### src/rtl/scamp_mem_pkg.sv
// Shared definitions for the CPU/DMA memory arbiter slice.
package scamp_mem_pkg;

  typedef enum logic [1:0] {
    StIdle  = 2'd0,
    StGrant = 2'd1,
    StWait  = 2'd2,
    StDone  = 2'd3
  } mem_state_e;

  localparam logic OWNER_CPU = 1'b0;
  localparam logic OWNER_DMA = 1'b1;

  localparam int unsigned WAIT_STATES_DEFAULT = 1;

endpackage

### src/rtl/mem_arb_pick.sv
// Combinational winner selection between the CPU and DMA requesters.
module mem_arb_pick
  import scamp_mem_pkg::*;
(
  input  logic c_req,
  input  logic d_req,
  input  logic owner,
  input  logic run_limit,
  input  logic fixed_prio,
  output logic winner,
  output logic valid
);

  // Single requester always wins; ties go by mode.
  always_comb begin
    valid  = c_req | d_req;
    winner = OWNER_CPU;
    if (c_req && d_req) begin
      if (fixed_prio) begin
        // CPU is preferred until it has starved DMA for the allowed run length
        winner = run_limit ? OWNER_DMA : OWNER_CPU;
      end else begin
        winner = ~owner;
      end
    end else if (d_req) begin
      winner = OWNER_DMA;
    end
  end

endmodule

### src/rtl/mem_arbiter.sv
// Two-port (CPU/DMA) arbiter in front of a single-ported memory with fixed wait states.
module mem_arbiter
  import scamp_mem_pkg::*;
#(
  parameter int unsigned WAIT_STATES = WAIT_STATES_DEFAULT,
  parameter int unsigned FIXED_PRIO  = 0,
  parameter int unsigned MAX_CPU_RUN = 4
) (
  input  logic        clk,
  input  logic        reset,
  input  logic        c_req,
  input  logic        c_we,
  input  logic [15:0] c_addr,
  input  logic [15:0] c_wdata,
  input  logic        d_req,
  input  logic        d_we,
  input  logic [15:0] d_addr,
  input  logic [15:0] d_wdata,
  output logic        c_gnt,
  output logic        d_gnt,
  output logic        c_done,
  output logic        d_done,
  output logic [15:0] c_rdata,
  output logic [15:0] d_rdata,
  output logic        mem_en,
  output logic        mem_we,
  output logic [15:0] mem_addr,
  output logic [15:0] mem_wdata,
  input  logic [15:0] mem_rdata,
  output logic        owner
);

  localparam logic [3:0] RunMax   = 4'(MAX_CPU_RUN);
  localparam logic [2:0] WaitLast = (WAIT_STATES == 0) ? 3'd0 : 3'(WAIT_STATES - 1);

  mem_state_e  state_q, state_d;
  logic [2:0]  wait_q, wait_d;
  logic [3:0]  run_q, run_d;
  logic        owner_q;
  logic        lat_we_q;
  logic [15:0] lat_addr_q, lat_wdata_q;
  logic [15:0] c_rdata_q, d_rdata_q;

  logic arb_state;
  logic grant;
  logic last_access;
  logic run_limit;
  logic pick_winner;
  logic pick_valid;

  assign run_limit   = (run_q == RunMax);
  assign arb_state   = (state_q == StIdle) || (state_q == StDone);
  assign grant       = arb_state && pick_valid;
  assign last_access = ((state_q == StGrant) && (WAIT_STATES == 0)) ||
                       ((state_q == StWait) && (wait_q == WaitLast));

  mem_arb_pick u_pick (
    .c_req      (c_req),
    .d_req      (d_req),
    .owner      (owner_q),
    .run_limit  (run_limit),
    .fixed_prio (FIXED_PRIO != 0),
    .winner     (pick_winner),
    .valid      (pick_valid)
  );

  // FSM state, wait counter and CPU run counter.
  always_ff @(posedge clk or posedge reset) begin
    if (reset) begin
      state_q <= StIdle;
      wait_q  <= 3'd0;
      run_q   <= 4'd0;
    end else begin
      state_q <= state_d;
      wait_q  <= wait_d;
      run_q   <= run_d;
    end
  end

  // Next-state logic: arbitrate in IDLE/DONE, then GRANT, WAIT_STATES x WAIT, DONE.
  always_comb begin
    state_d = state_q;
    wait_d  = wait_q;
    unique case (state_q)
      StIdle, StDone: state_d = pick_valid ? StGrant : StIdle;
      StGrant: begin
        wait_d  = 3'd0;
        state_d = (WAIT_STATES == 0) ? StDone : StWait;
      end
      StWait: begin
        if (wait_q == WaitLast) begin
          state_d = StDone;
        end else begin
          wait_d = wait_q + 3'd1;
        end
      end
      default: state_d = StIdle;
    endcase
  end

  // Run counter counts CPU grants while DMA is waiting; any DMA grant or idle DMA clears it.
  always_comb begin
    run_d = run_q;
    if (!d_req) begin
      run_d = 4'd0;
    end else if (grant) begin
      if (pick_winner == OWNER_DMA) begin
        run_d = 4'd0;
      end else if (run_q != RunMax) begin
        run_d = run_q + 4'd1;
      end
    end
  end

  // Latch the winning request at grant time and capture read data on the final access cycle.
  always_ff @(posedge clk or posedge reset) begin
    if (reset) begin
      owner_q     <= OWNER_DMA;
      lat_we_q    <= 1'b0;
      lat_addr_q  <= 16'h0000;
      lat_wdata_q <= 16'h0000;
      c_rdata_q   <= 16'h0000;
      d_rdata_q   <= 16'h0000;
    end else begin
      if (grant) begin
        owner_q     <= pick_winner;
        lat_we_q    <= (pick_winner == OWNER_DMA) ? d_we    : c_we;
        lat_addr_q  <= (pick_winner == OWNER_DMA) ? d_addr  : c_addr;
        lat_wdata_q <= (pick_winner == OWNER_DMA) ? d_wdata : c_wdata;
      end
      if (last_access && !lat_we_q) begin
        if (owner_q == OWNER_DMA) begin
          d_rdata_q <= mem_rdata;
        end else begin
          c_rdata_q <= mem_rdata;
        end
      end
    end
  end

  // Outputs decoded from state and owner.
  always_comb begin
    mem_en    = (state_q == StGrant) || (state_q == StWait);
    mem_we    = mem_en && lat_we_q;
    mem_addr  = lat_addr_q;
    mem_wdata = lat_wdata_q;
    c_gnt     = (state_q != StIdle) && (owner_q == OWNER_CPU);
    d_gnt     = (state_q != StIdle) && (owner_q == OWNER_DMA);
    c_done    = (state_q == StDone) && (owner_q == OWNER_CPU);
    d_done    = (state_q == StDone) && (owner_q == OWNER_DMA);
    c_rdata   = c_rdata_q;
    d_rdata   = d_rdata_q;
    owner     = owner_q;
  end

endmodule

### config.mk
export PLATFORM = sky130hd
export DESIGN_NAME = mem_arbiter
export DESIGN_NICKNAME = d
export VERILOG_FILES = /design/src/rtl/scamp_mem_pkg.sv /design/src/rtl/mem_arb_pick.sv /design/src/rtl/mem_arbiter.sv
export SDC_FILE = /design/constraint.sdc
export NUM_CORES = 1
export LEC_CHECK = 0
export ABC_AREA = 1
export BUFFER_PORTS_ARGS = -buffer_cell sky130_fd_sc_hd__buf_2
export CAP_MARGIN = 20
export CELL_PAD_IN_SITES_DETAIL_PLACEMENT = 0
export CELL_PAD_IN_SITES_GLOBAL_PLACEMENT = 1
export CORE_MARGIN = 8
export CORE_UTILIZATION = 32
export DETAILED_ROUTE_END_ITERATION = 8
export PLACE_DENSITY = 0.75
export SLEW_MARGIN = 10
export SYNTH_ARGS = -nofsm -noshare
export SYNTH_HDL_FRONTEND = slang
export SYNTH_SLANG_ARGS = --single-unit
### constraint.sdc
create_clock -name clk -period 2.75 [get_ports clk]
set_clock_uncertainty 0.05 [all_clocks]
set_input_delay 0.275 -clock clk [delete_from_list [all_inputs] [get_ports clk]]
set_output_delay 0.275 -clock clk [all_outputs]
set_load 0.02 [all_outputs]
# [Word-level counts from Yosys, hierarchy flattened]
# Cells that the tools add are included.
# W data, S select, Z words.
[totals] reg_bits=71 in_bits=86 output_inout_bits=71 elab_cells=46
[classes] n_addsub=1 n_eq_ne=5 n_mux=10 n_bitwise=2 reduce_logical=20
[ops] cell="$mux W16" count=2
[ops] cell="$logic_and A1 B1 Y1" count=9
[ops] cell="$pmux W2 S3" count=1
[ops] cell="$pmux W3 S2" count=1
[ops] cell="$reduce_and A2 Y1" count=3
[ops] cell="$eq A2 B2 Y1 const B" count=2
[ops] cell="$mux W1" count=4
[ops] cell="$ne A2 B2 Y1 const B" count=2
[ops] cell="$reduce_bool A2 Y1" count=2
[ops] cell="$add A3 B1 Y3 const B" count=1
[ops] cell="$logic_not A3 Y1" count=1
[ops] cell="$mux W3" count=1
[ops] cell="$eq A2 B1 Y1 const B" count=1
[ops] cell="$logic_not A2 Y1" count=1
[ops] cell="$logic_or A1 B1 Y1" count=2
[ops] cell="$mux W2" count=1
[ops] cell="$reduce_or A2 Y1" count=1
[ops] cell="$logic_not A1 Y1" count=1
[ops] cell="$not A1 Y1" count=1
[ops] cell="$or A1 B1 Y1" count=1

# [Depth between registers and ports, before layout]
# Gate-level depths: netlist of the first run.
[depth] word_depth=4 mapped_depth=8 mapped_depth_nobuf=7

# [Modules after synthesis]
# A second synthesis of the first run with hierarchy kept.
[hier_totals] hier_cells=395 hier_area_um2=3515.9
[modules_own_cells] module="mem_arbiter" instances=1 cells_each=388 area_per_inst_um2=3487.1 seq_area_each_um2=1878.1
[modules_own_cells] module="mem_arb_pick" instances=1 cells_each=7 area_per_inst_um2=28.8 seq_area_each_um2=0.0

# [Worst setup path before layout of the first run]
# Ideal clock, no wire load.
[synth_path] kind="register -> register" startpoint="reg state_q[1]" endpoint="reg lat_we_q" setup_ps=116 t_arrival_ps=1450 required_time_ps=2584 path_slack_ps=1134 path_stages_with_launch=9 n_path_buf=1 synth_period_minus_slack_ps=1616 cell_sequence="dfrtp_1 -> inv_1 -> ha_1 -> inv_1 -> o21ai_4 -> inv_2 -> buf_4 -> nand2_1 -> nand2_1"
[synth_via] elab_chain_cells=3 elab_cells_between_ends=4 classes_between="eq/ne: 1; reduce/logical: 3"
[synth_rtl] item="start: declaration" line="mem_arbiter.sv:36" source="mem_state_e state_q, state_d;"
[synth_rtl] item="start signal: assignment" line="mem_arbiter.sv:70" source="state_q <= StIdle;"
[synth_rtl] item="start signal: assignment" line="mem_arbiter.sv:74" source="state_q <= state_d;"
[synth_rtl] item="$eq A2 B2 Y1 / $logic_not A2 Y1 (equally long branches)" line="mem_arbiter.sv:52" source="assign arb_state = (state_q == StIdle) || (state_q == StDone);"
[synth_rtl] item="$logic_or A1 B1 Y1 (*)" line="mem_arbiter.sv:52"
[synth_rtl] item="$logic_and A1 B1 Y1 (*)" line="mem_arbiter.sv:53" source="assign grant = arb_state && pick_valid;"
[synth_rtl] item="end signal: assignment" line="mem_arbiter.sv:127" source="lat_we_q <= (pick_winner == OWNER_DMA) ? d_we : c_we;"
[synth_rtl] item="end: declaration" line="mem_arbiter.sv:40" source="logic lat_we_q;"
# Mark *: on every way between the ends. The rest lies on a longest branch, timed or not.
# A chain may end at the register's enable or synchronous reset.

# [Worst setup path in the final report of the first run]
[layout_path] startpoint="reg owner_q, in the netlist owner" endpoint="out d_gnt"
[layout_via] elab_chain_cells=1
[layout_rtl] item="start: declaration" line="mem_arbiter.sv:39" source="logic owner_q;"
[layout_rtl] item="start signal: assignment" line="mem_arbiter.sv:126" source="owner_q <= pick_winner;"
[layout_rtl] item="$logic_and A1 B1 Y1" line="mem_arbiter.sv:148" source="d_gnt = (state_q != StIdle) && (owner_q == OWNER_DMA);"
[layout_rtl] item="end: declaration" line="mem_arbiter.sv:20" source="output logic d_gnt,"
# No other way between the ends.

==> results by group, run 1 <==
Detailed routing
  • Post-DR vias/cell: 4.473
  • Drt first pass iters: 4
  • Initial DRC Count: 156
  • Wire per inst: 14.18 um
  • # DRC: 0
  • Detailed Route WL: 10.38 mm
  • Via count: 3274
  • Detail Route Antenna Nets: 0

Yosys
  • Count of cell types in the netlist: 18
  • Ys Warns: 0
  • Synth area leader: dfrtp_1
  • Synth Flop Type: dfrtp_1
  • Mapped cell area: 3376 um^2
  • Synthesized area per cell: 7.603 um^2
  • Top cells by area, synth: dfrtp_1 (52%), nand2_1 (27%), nand3_1 (10%)
  • Synthesized net count: 535
  • Most frequent cell after synthesis: nand2_1
  • Synth cell count leaders: nand2_1 (240), dfrtp_1 (70), nand3_1 (69)
  • Mapped Cells: 444
  • Number of flops mapped to enable cells by yosys: 0
  • Sequential area share after synthesis: 52.67%
  • Yosys top cell area share: 51.89%
  • Ys async rst share: 100.0%
  • Seq cells post-synth: 71

Power
  • Pwr Total: 5.454 mW
  • Reg power frac: 34.5%
  • Clock Power Share: 15.0%
  • Switching power share of the total: 47.81%
  • Peak VDD IR: 0.3584 mV
  • Leakage power total: 2.648 nW
  • Power Internal: 2.846 mW
  • Combinational share of power: 50.5%
  • Pwr dens: 1231 nW/um^2
  • Psw: 2.608 mW

Timing
  • Max Fclk: 472.7 MHz
  • Max_slew headroom: 50.47%
  • Min Tclk post-route: 2.115 ns
  • Setup Viol. Count Final: 0
  • RSZ-0062 raised after global routing: no
  • Fin Hold WS: -0.001050 ns
  • Fin. Hold Viols: 4
  • Tightest Pin Transition: 0.7407 ns
  • Setup slack after layout: 0.6347 ns
  • Max Slew Vio Count: 0
  • Fin crit share: 76.92%
  • Total Neg Setup Slack: 0 ns

Global route
  • First-pass GRT wire length: 17.19 mm
  • Largest net degree at the start of global routing: 42
  • All-Layer GR Usage: 14.84%
  • Via count of the first global-routing pass: 3432
  • GRT Residual Overflow: 0
  • Number of antenna violations at the first check in global routing: 1

CTS
  • Clock sinks: 71
  • Post-CTS Hold Fix Bufs: 0
  • Clock Latency Late Sink: 0.34 ns
  • Clock Path Buffers: 2
  • Total CTS buffers: 9
  • Clock-pin slew on the worst setup and hold paths: 0.07 ns
  • # resized after CTS: 0
  • H-tree levels: 3
  • CTS tree: done
  • Setup bufs post-CTS: 0
  • Root buf cell: clkbuf_8

Floorplan
  • Site row count: 37
  • Overall die width: 118.7 um
  • Core area: 10280 um^2
  • Die Span Y: 118.7 um
  • Area of the die: 14090 um^2
  • Starting Density: 32.85%
  • Ports: 157

Placement
  • Setup Slack @ Placement: 0.7291 ns
  • Detailed-placement wirelength estimate: 7.742 mm
  • Placed cell count: 716
  • Placed instance area: 4245 um^2
  • Port-buffer cells: 156
  • GPL Wtd Cong: 0.7578

Critical path
  • Crit path max fanout: 24
  • Kind of critical path: reg2out
  • CP Cell Sequence: inv_2, nor2_1, buf_2
  • CP required: 2.42 ns
  • Slowest stage delay, CP: 0.86 ns
  • CP startpoint: owner
  • Critical path's slowest cell: dfstp_2
  • Worst setup EP type: output pin
  • Worst setup SP type: flip-flop
  • Crit Reg-Reg Startpoint: owner
  • Critical path arrival: 1.79 ns

Layout
  • P&R area growth vs syn: 31.28%
  • Fin area: 4432 um^2
  • Final std cells w/o fill: 732
  • Layout cells sized above 1: 30.20%
  • Antenna cells: 0
  • Layout Nets: 682

Min path
  • HP Class: in2async

Outcome
  • Failing checks: negative hold slack
  • Outcome: finished, violations left

Flow run
  • Maxcap violations: 0
-- area by class of cell --
cell class | count | area, um^2
Clock buffer | 15 | 156.4
Tap cell | 136 | 170.2
Fill cell | 1114 | 5846
Sequential cell | 71 | 1778
Multi-Input combinational cell | 331 | 1406
Clock inverter | 1 | 30.03
Timing Repair Buffer | 160 | 823.3
Inverter | 18 | 67.56
-- stage by stage --
| stage | hold slack, ns | utilization, % |
|---|---|---|
| final | -0.001050 | 43.12 |
| after global routing | 0.04407 | 43.12 |
| after CTS | 0.001769 | 43.12 |
| after detailed placement | 0.3746 | 41.31 |
| after global placement | 0.3701 | 41.31 |
| after floorplan | 0.3697 | - |
-- flip-flops by register name, indices dropped and copies added (netlist names) --
name	cells
mem_addr	16
lat_we_q	1
wait_q	3
d_rdata	16
state_q	2
mem_wdata	16
owner	1
c_rdata	16
-- worst max-delay path: cells and delay by family, from the launching register on --
kind	cells	cell delay (ns)
buf+inv	2	0.45
simple gates	1	0.14
flops	1	0.86
-- metal layers --
| metal | GRT usage, % | up-vias | routed length, um |
|---|---|---|---|
| met1 | 19.23 | 1446 | 4992 |
| met2 | 21.55 | 135 | 4260 |
| met4 | 5.850 | 2 | 140 |
| li1 | - | 1678 | - |
| met5 | 0 | - | 13 |
| met3 | 6.045 | 13 | 971 |
-- power groups by stage --
stage          Clock, mW  Sequential (mW)  Combinational [mW]
4_1_cts            0.837             1.89                2.82
6_report           0.816             1.88                2.76
3_3_place_gp           0             1.89                2.77
2_1_floorplan          0             2.40                1.36
3_5_place_dp           0             1.89                2.83
5_1_grt            0.882             1.95                3.09
-- cell usage in the layout (no fill, tap or decap), types with 2 or more instances in the layout --
cell type / synthesis / routed
buf_2: 12 / 156
o21ai_0: 6 / 6
clkbuf_1: 5 / 5
ha_1: 5 / 5
clkbuf_8: 0 / 10
dfrtp_1: 70 / 70
inv_1: 15 / 14
buf_4: 5 / 3
nand2_1: 240 / 240
nand4_1: 2 / 2
nand3_1: 69 / 69
nand2_2: 2 / 2
inv_2: 3 / 4
nor2_1: 4 / 4
-- logic make-up after synthesis --
group	count (synthesis)	share of synthesized area, %
AND/OR/NAND/NOR	318	38.29
AO/OA/AOI/OAI	8	1.520
buffers and inverters	42	5.671
flip-flops	71	52.67
adder cells (fa/ha/maj)	5	1.853
-- final timing paths --
| path | depth (start not counted) | slack [ns] | to |
|---|---|---|---|
| setup / recovery | 3 | 0.63 | d_gnt |
| hold / removal | 2 | -0.001 | mem_addr[13] |
| setup reg to reg | 4 | 0.73 | c_rdata[14] |
| hold reg to reg | 2 | 0.42 | c_rdata[12] |
| max in group asynchronous | 3 | 1.94 | owner |
| min in group clk | 3 | 0.13 | c_rdata[2] |
Note: power is estimated with default switching activity, not from simulation.
==> inputs of run 2 (changes only) <==
==> constraint.sdc (replaced) <==
create_clock -name clk -period 2 [get_ports clk]
set_clock_uncertainty 0.05 [all_clocks]
set_input_delay 0.2 -clock clk [delete_from_list [all_inputs] [get_ports clk]]
set_output_delay 0.2 -clock clk [all_outputs]
set_load 0.02 [all_outputs]
==> run 2 against run 1 <==
The run now ends clean. First-iteration DRC count rose by 3.2%. Die area did not move. Hold slack improved by 0.057 ns. Wire length rose by 0.28%. Core utilization rose by 0.79 points. Clock power rose by 27%. Largest power group unchanged.
==> results by group, run 2 (synthesis results as in run 1) <==
Layout
  • Layout Nets: 690 (was 682)
  • Commonest non-fill, non-tap cells in the layout: nand2_1 (240), buf_2 (156), dfrtp_1 (70) (unchanged)
  • Commonest non-fill, non-tap cell in the layout: nand2_1 (unchanged)
  • P&R area growth vs syn: 33.69% (was 31.28%)
  • Antenna cells: 0 (unchanged)
  • Layout cells sized above 1: 31.79% (was 30.20%)
  • # fillers: 1129 (was 1114)

Detailed routing
  • # DRC: 0 (unchanged)
  • Drt first pass iters: 6 (was 4)
  • Detail Route Antenna Nets: 0 (unchanged)
  • Post-DR vias/cell: 4.469 (was 4.473)
  • Initial DRC Count: 161 (was 156)
  • Via count: 3307 (was 3274)
  • Wire per inst: 14.06 um (was 14.18 um)
  • Detailed Route WL: 10.41 mm (was 10.38 mm)

Power
  • Leakage power total: 2.680 nW (was 2.648 nW)
  • Peak VDD IR: 0.5058 mV (was 0.3584 mV)
  • Pwr Total: 7.501 mW (was 5.454 mW)
  • Pwr dens: 1662 nW/um^2 (was 1231 nW/um^2)

Critical path
  • Critical path arrival: 1.95 ns (was 1.79 ns)
  • Worst setup SP type: flip-flop (unchanged)
  • CP required: 2.18 ns (was 2.42 ns)
  • Worst setup EP type: flip-flop (was output pin)
  • Kind of critical path: reg2reg (was reg2out)
  • Crit path max fanout: 35 (was 24)

Timing
  • Setup Viol. Count Final: 0 (unchanged)
  • Max Fclk: 564.6 MHz
  • RSZ-0062 raised after global routing: no (unchanged)
  • Min Tclk post-route: 1.771 ns
  • Fin crit share: 88.55%
  • Tightest Pin Transition: 0.6452 ns (was 0.7407 ns)
  • Fin. Hold Viols: 0 (was 4)
  • Max Slew Vio Count: 0 (unchanged)
  • Total Neg Setup Slack: 0 ns (unchanged)
  • Max_slew headroom: 56.89% (was 50.47%)

CTS
  • Clock Path Buffers: 2 (unchanged)
  • Clock-pin slew on the worst setup and hold paths: 0.08 ns (was 0.07 ns)
  • Clock sinks: 71 (unchanged)
  • Root buf cell: clkbuf_8 (unchanged)
  • Clock Latency Late Sink: 0.33 ns (was 0.34 ns)
  • Setup bufs post-CTS: 0 (unchanged)
  • CTS tree: done (unchanged)
  • H-tree levels: 3 (unchanged)
  • Total CTS buffers: 9 (unchanged)

Global route
  • Via count of the first global-routing pass: 3541 (was 3432)
  • Largest net degree at the start of global routing: 36 (was 42)
  • First-pass GRT wire length: 17.24 mm (was 17.19 mm)
  • Number of antenna violations at the first check in global routing: 1 (unchanged)
  • All-Layer GR Usage: 14.87% (was 14.84%)
  • GRT Residual Overflow: 0 (unchanged)

Floorplan
  • Area of the die: 14090 um^2 (unchanged)
  • Starting Density: 32.85% (unchanged)
  • Overall die width: 118.7 um (unchanged)
  • Die Span Y: 118.7 um (unchanged)
  • Site row count: 37 (unchanged)
  • Ports: 157 (unchanged)
  • Core area: 10280 um^2 (unchanged)

Outcome
  • Outcome: complete, no violations (was finished, violations left)

Placement
  • Detailed-placement wirelength estimate: 7.905 mm (was 7.742 mm)
  • GPL Wtd Cong: 0.7864 (was 0.7578)
  • Port-buffer cells: 156 (unchanged)

Min path
  • HP Class: in2reg (was in2async)

Flow run
  • Maxcap violations: 0 (unchanged)
[run 2: changes by cell type in the layout (fill, tap and decap cells not counted), moves of 2 or more]
cell        change
buf_4           +5
clkbuf_1        -5
clkinvlp_4      +4
inv_2           -2
[run 2: metrics by stage]
stage          instances  utilization [%]  hold slack, ns  worst slack (ns)  cell area, um^2
2_1_floorplan        444                -          0.2947            0.3837             3379
3_3_place_gp         723            41.98          0.2635            0.2333             4314
3_5_place_dp         723            41.98          0.2767            0.1659             4314
4_1_cts              740            43.85         0.03316            0.1507             4507
5_1_grt              740            43.91         0.04610           0.06122             4513
6_report             740            43.91         0.05619            0.2290             4513
[run 2: critical path: stages, from the launching register on]
cell	delay (ns)
dfrtp_1	0.40
inv_1	0.06
ha_1	0.40
inv_1	0.13
o21ai_4	0.10
buf_6	0.29
o21ai_0	0.13
nand2_1	0.07
nand2_1	0.04
[run 2: layer usage]
layer	GRT usage (%)	wire [um]	part of all wire, %	up-vias
met5	0	12	0.12	-
met4	5.534	153	1.5	2
met3	5.712	989	9.5	15
met2	22.82	4465	43	135
met1	18.60	4786	46	1461
li1	-	-	-	1694
[run 2: final timing paths]
check	start	end	slack [ns]	cells after the start
worst max-delay path	state_q[1]	state_q[0]	0.23	8
worst min-delay path	mem_rdata[4]	c_rdata[4]	0.06	3
worst max register to register	state_q[1]	state_q[0]	0.23	8
worst min register to register	c_rdata[8]	c_rdata[8]	0.42	2
max in group asynchronous	reset	c_rdata[15]	0.85	4
min in group asynchronous	reset	wait_q[1]	0.45	3
[run 2: area by class of cell]
cell class	count	area, um^2	share of cell area (%)
clock buffers	10	137.6	3.050
clock inverters	6	45.04	0.9981
repair buffers	168	902.1	19.99
inverters	18	73.82	1.636
flip-flops and latches	71	1778	39.40
multi-input cells	331	1406	31.16
well taps	136	170.2	3.770
[run 2: power by group]
part / leakage [nW] / internal [mW] / switching [mW]
clock network: 0.0849 / 0.488 / 0.554
logic: 1.72 / 1.22 / 2.70
registers: 0.877 / 2.14 / 0.405
[run 2: timing repair]
action | 4_1_cts | 5_1_grt
hold buffers | 1 | 0
endpoints found under the hold margin | 23 | 0
setup endpoints to repair | 0 | 2
resized for setup | 0 | 3
==> inputs of run 3 (changes only) <==
--- a/config.mk
+++ b/config.mk
@@ -13,7 +13,9 @@
 export CORE_MARGIN = 8
 export CORE_UTILIZATION = 32
 export DETAILED_ROUTE_END_ITERATION = 8
+export MAX_ROUTING_LAYER = met4
 export PLACE_DENSITY = 0.75
+export REMOVE_ABC_BUFFERS = 1
 export SLEW_MARGIN = 10
 export SYNTH_ARGS = -nofsm -noshare
 export SYNTH_HDL_FRONTEND = slang
==> run 3 against run 2 <==
Design area is 0.30% lower. Hold slack better by 0.0016 ns. Count of clock-buffer cells in the layout is 1 lower. Critical path depth is 3 lower. Die area stayed put. Final cell count is 0.14% lower. Register-to-register slack better by 0.03 ns. Fmax is 2.6% lower. Via count is 1.7% higher. Critical endpoint is now d_done. Largest power group unchanged. Highest routed layer is now met4.
==> results by group, run 3 (synthesis results as in run 1) <==
Detailed routing
  • # DRC: 0 (unchanged)
  • Detailed Route WL: 10.37 mm (was 10.41 mm)
  • Detail Route Antenna Nets: 0 (unchanged)
  • Initial DRC Count: 194 (was 161)
  • Drt first pass iters: 4 (was 6)
  • Via count: 3364 (was 3307)
  • Post-DR vias/cell: 4.552 (was 4.469)
  • Wire per inst: 14.03 um (was 14.06 um)

Critical path
  • Worst setup SP type: flip-flop (unchanged)
  • Crit path top cell by count: buf_4
  • Worst path top cell family by delay: buffers and inverters (unchanged)
  • Crit path max fanout: 12 (was 35)
  • R2r setup slk: 0.26 ns (was 0.23 ns)
  • CP required: 1.75 ns (was 2.18 ns)
  • Critical path arrival: 1.57 ns (was 1.95 ns)
  • Worst Path Buf+Inv: 4 (was 3)
  • CP Cell Sequence: buf_4, buf_4, nand2_1, inv_1, buf_2 (was inv_1, ha_1, inv_1, o21ai_4, buf_6, o21ai_0, nand2_1, nand2_1)
  • Slowest stage delay, CP: 0.56 ns (was 0.40 ns)
  • Worst setup EP type: output pin (was flip-flop)
  • Kind of critical path: reg2out (was reg2reg)
  • Critical path's slowest cell: dfstp_2 (was dfrtp_1)

CTS
  • Root buf cell: clkbuf_8 (unchanged)
  • Clock Latency Late Sink: 0.33 ns (about the same)
  • Clock sinks: 71 (unchanged)
  • H-tree levels: 3 (unchanged)
  • Total CTS buffers: 9 (unchanged)
  • Clock-pin slew on the worst setup and hold paths: 0.08 ns (about the same)
  • Setup bufs post-CTS: 0 (unchanged)
  • Clock Path Buffers: 2 (unchanged)
  • CTS tree: done (unchanged)

Layout
  • Antenna cells: 0 (unchanged)
  • Final std cells w/o fill: 739 (was 740)
  • # fillers: 1144 (was 1129)
  • Commonest non-fill, non-tap cells in the layout: nand2_1 (240), buf_2 (156), dfrtp_1 (70) (unchanged)
  • Layout Nets: 689 (was 690)
  • Commonest non-fill, non-tap cell in the layout: nand2_1 (unchanged)
  • Layout cells sized above 1: 31.67% (was 31.79%)
  • P&R area growth vs syn: 33.28% (was 33.69%)

Floorplan
  • Core area: 10280 um^2 (unchanged)
  • Area of the die: 14090 um^2 (unchanged)
  • Starting Density: 32.85% (unchanged)
  • Die Span Y: 118.7 um (unchanged)
  • Ports: 157 (unchanged)
  • Site row count: 37 (unchanged)
  • Overall die width: 118.7 um (unchanged)

Power
  • Pwr Total: 7.576 mW (was 7.501 mW)
  • Pwr dens: 1684 nW/um^2 (was 1662 nW/um^2)
  • Leakage power total: 2.684 nW (was 2.680 nW)
  • Peak VDD IR: 0.5736 mV (was 0.5058 mV)

Global route
  • Via count of the first global-routing pass: 3618 (was 3541)
  • First-pass GRT wire length: 17.35 mm (was 17.24 mm)
  • Number of antenna violations at the first check in global routing: 0 (was 1)
  • Largest net degree at the start of global routing: 72 (was 36)
  • All-Layer GR Usage: 15.34% (was 14.87%)
  • GRT Residual Overflow: 0 (unchanged)

Placement
  • Port-buffer cells: 156 (unchanged)
  • GPL Wtd Cong: 0.7500 (was 0.7864)
  • Detailed-placement wirelength estimate: 7.641 mm (was 7.905 mm)
  • Placed cell count: 722 (was 723)
  • Setup Slack @ Placement: 0.1618 ns (was 0.1659 ns)

Timing
  • Max Slew Vio Count: 0 (unchanged)
  • Setup Viol. Count Final: 0 (unchanged)
  • Max_slew headroom: 59.27% (was 56.89%)
  • Setup slack after layout: 0.1824 ns (was 0.2290 ns)
  • RSZ-0062 raised after global routing: no (unchanged)
  • Fin crit share: 90.88% (was 88.55%)
  • Tightest Pin Transition: 0.6089 ns (was 0.6452 ns)
  • Min Tclk post-route: 1.818 ns (was 1.771 ns)
  • Fin. Hold Viols: 0 (unchanged)
  • Max Fclk: 550.2 MHz (was 564.6 MHz)
  • Fin Hold WS: 0.05780 ns (was 0.05619 ns)

Outcome
  • Outcome: complete, no violations (unchanged)

Min path
  • HP Class: in2reg (unchanged)

Flow run
  • Maxcap violations: 0 (unchanged)
[run 3: layer usage]
metal	share of wire [%]	GRT usage (%)	wire length (um)	vias up
met4	0.28	3.636	29	0
met1	50	19.95	5147	1523
li1	-	-	-	1693
met2	42	22.08	4328	146
met5	0	-	0	-
met3	8.3	5.759	861	2
[run 3: final timing paths]
path	startpoint	endpoint	cells past startpoint
worst max-delay path	owner	d_done	5
worst min-delay path	mem_rdata[7]	d_rdata[7]	3
worst max register to register	state_q[1]	mem_wdata[9]	7
worst min register to register	d_rdata[0]	d_rdata[0]	2
max in group asynchronous	reset	owner	4
min in group asynchronous	reset	mem_wdata[7]	4
[run 3: final cells by class]
type	instances	area, um^2	area share, %
Multi-Input combinational cell	331	1406	31.26
Timing Repair Buffer	167	878.3	19.52
Clock inverter	7	72.57	1.613
Tap cell	136	170.2	3.782
Inverter	18	70.07	1.557
Sequential cell	71	1778	39.52
Clock buffer	9	123.9	2.753
[run 3: stage by stage]
step,TNS (ns),util (%),cell area (um^2)
after floorplan,-3.144,-,3252
after global routing,0,43.78,4499
after detailed placement,0,41.75,4290
after global placement,0,41.75,4290
final,0,43.78,4499
after CTS,0,43.75,4497
[run 3: what timing repair did]
item | 4_1_cts | 5_1_grt
hold endpoints to repair | 70 | 0
endpoints found under the setup margin | 0 | 18
gates resized for setup | 0 | 2
hold buffers | 1 | 0
[run 3: report_power, final]
group	leakage (nW)	total [mW]	internal, mW	switching (mW)
Sequential	0.877	2.53	2.14	0.387
Combinational	1.71	3.92	1.21	2.71
Clock	0.0956	1.13	0.578	0.551
[run 3: worst min-delay path, stage by stage]
cell	delay [ns]
buf_2	0.09
nand3_1	0.06
nand2_1	0.06
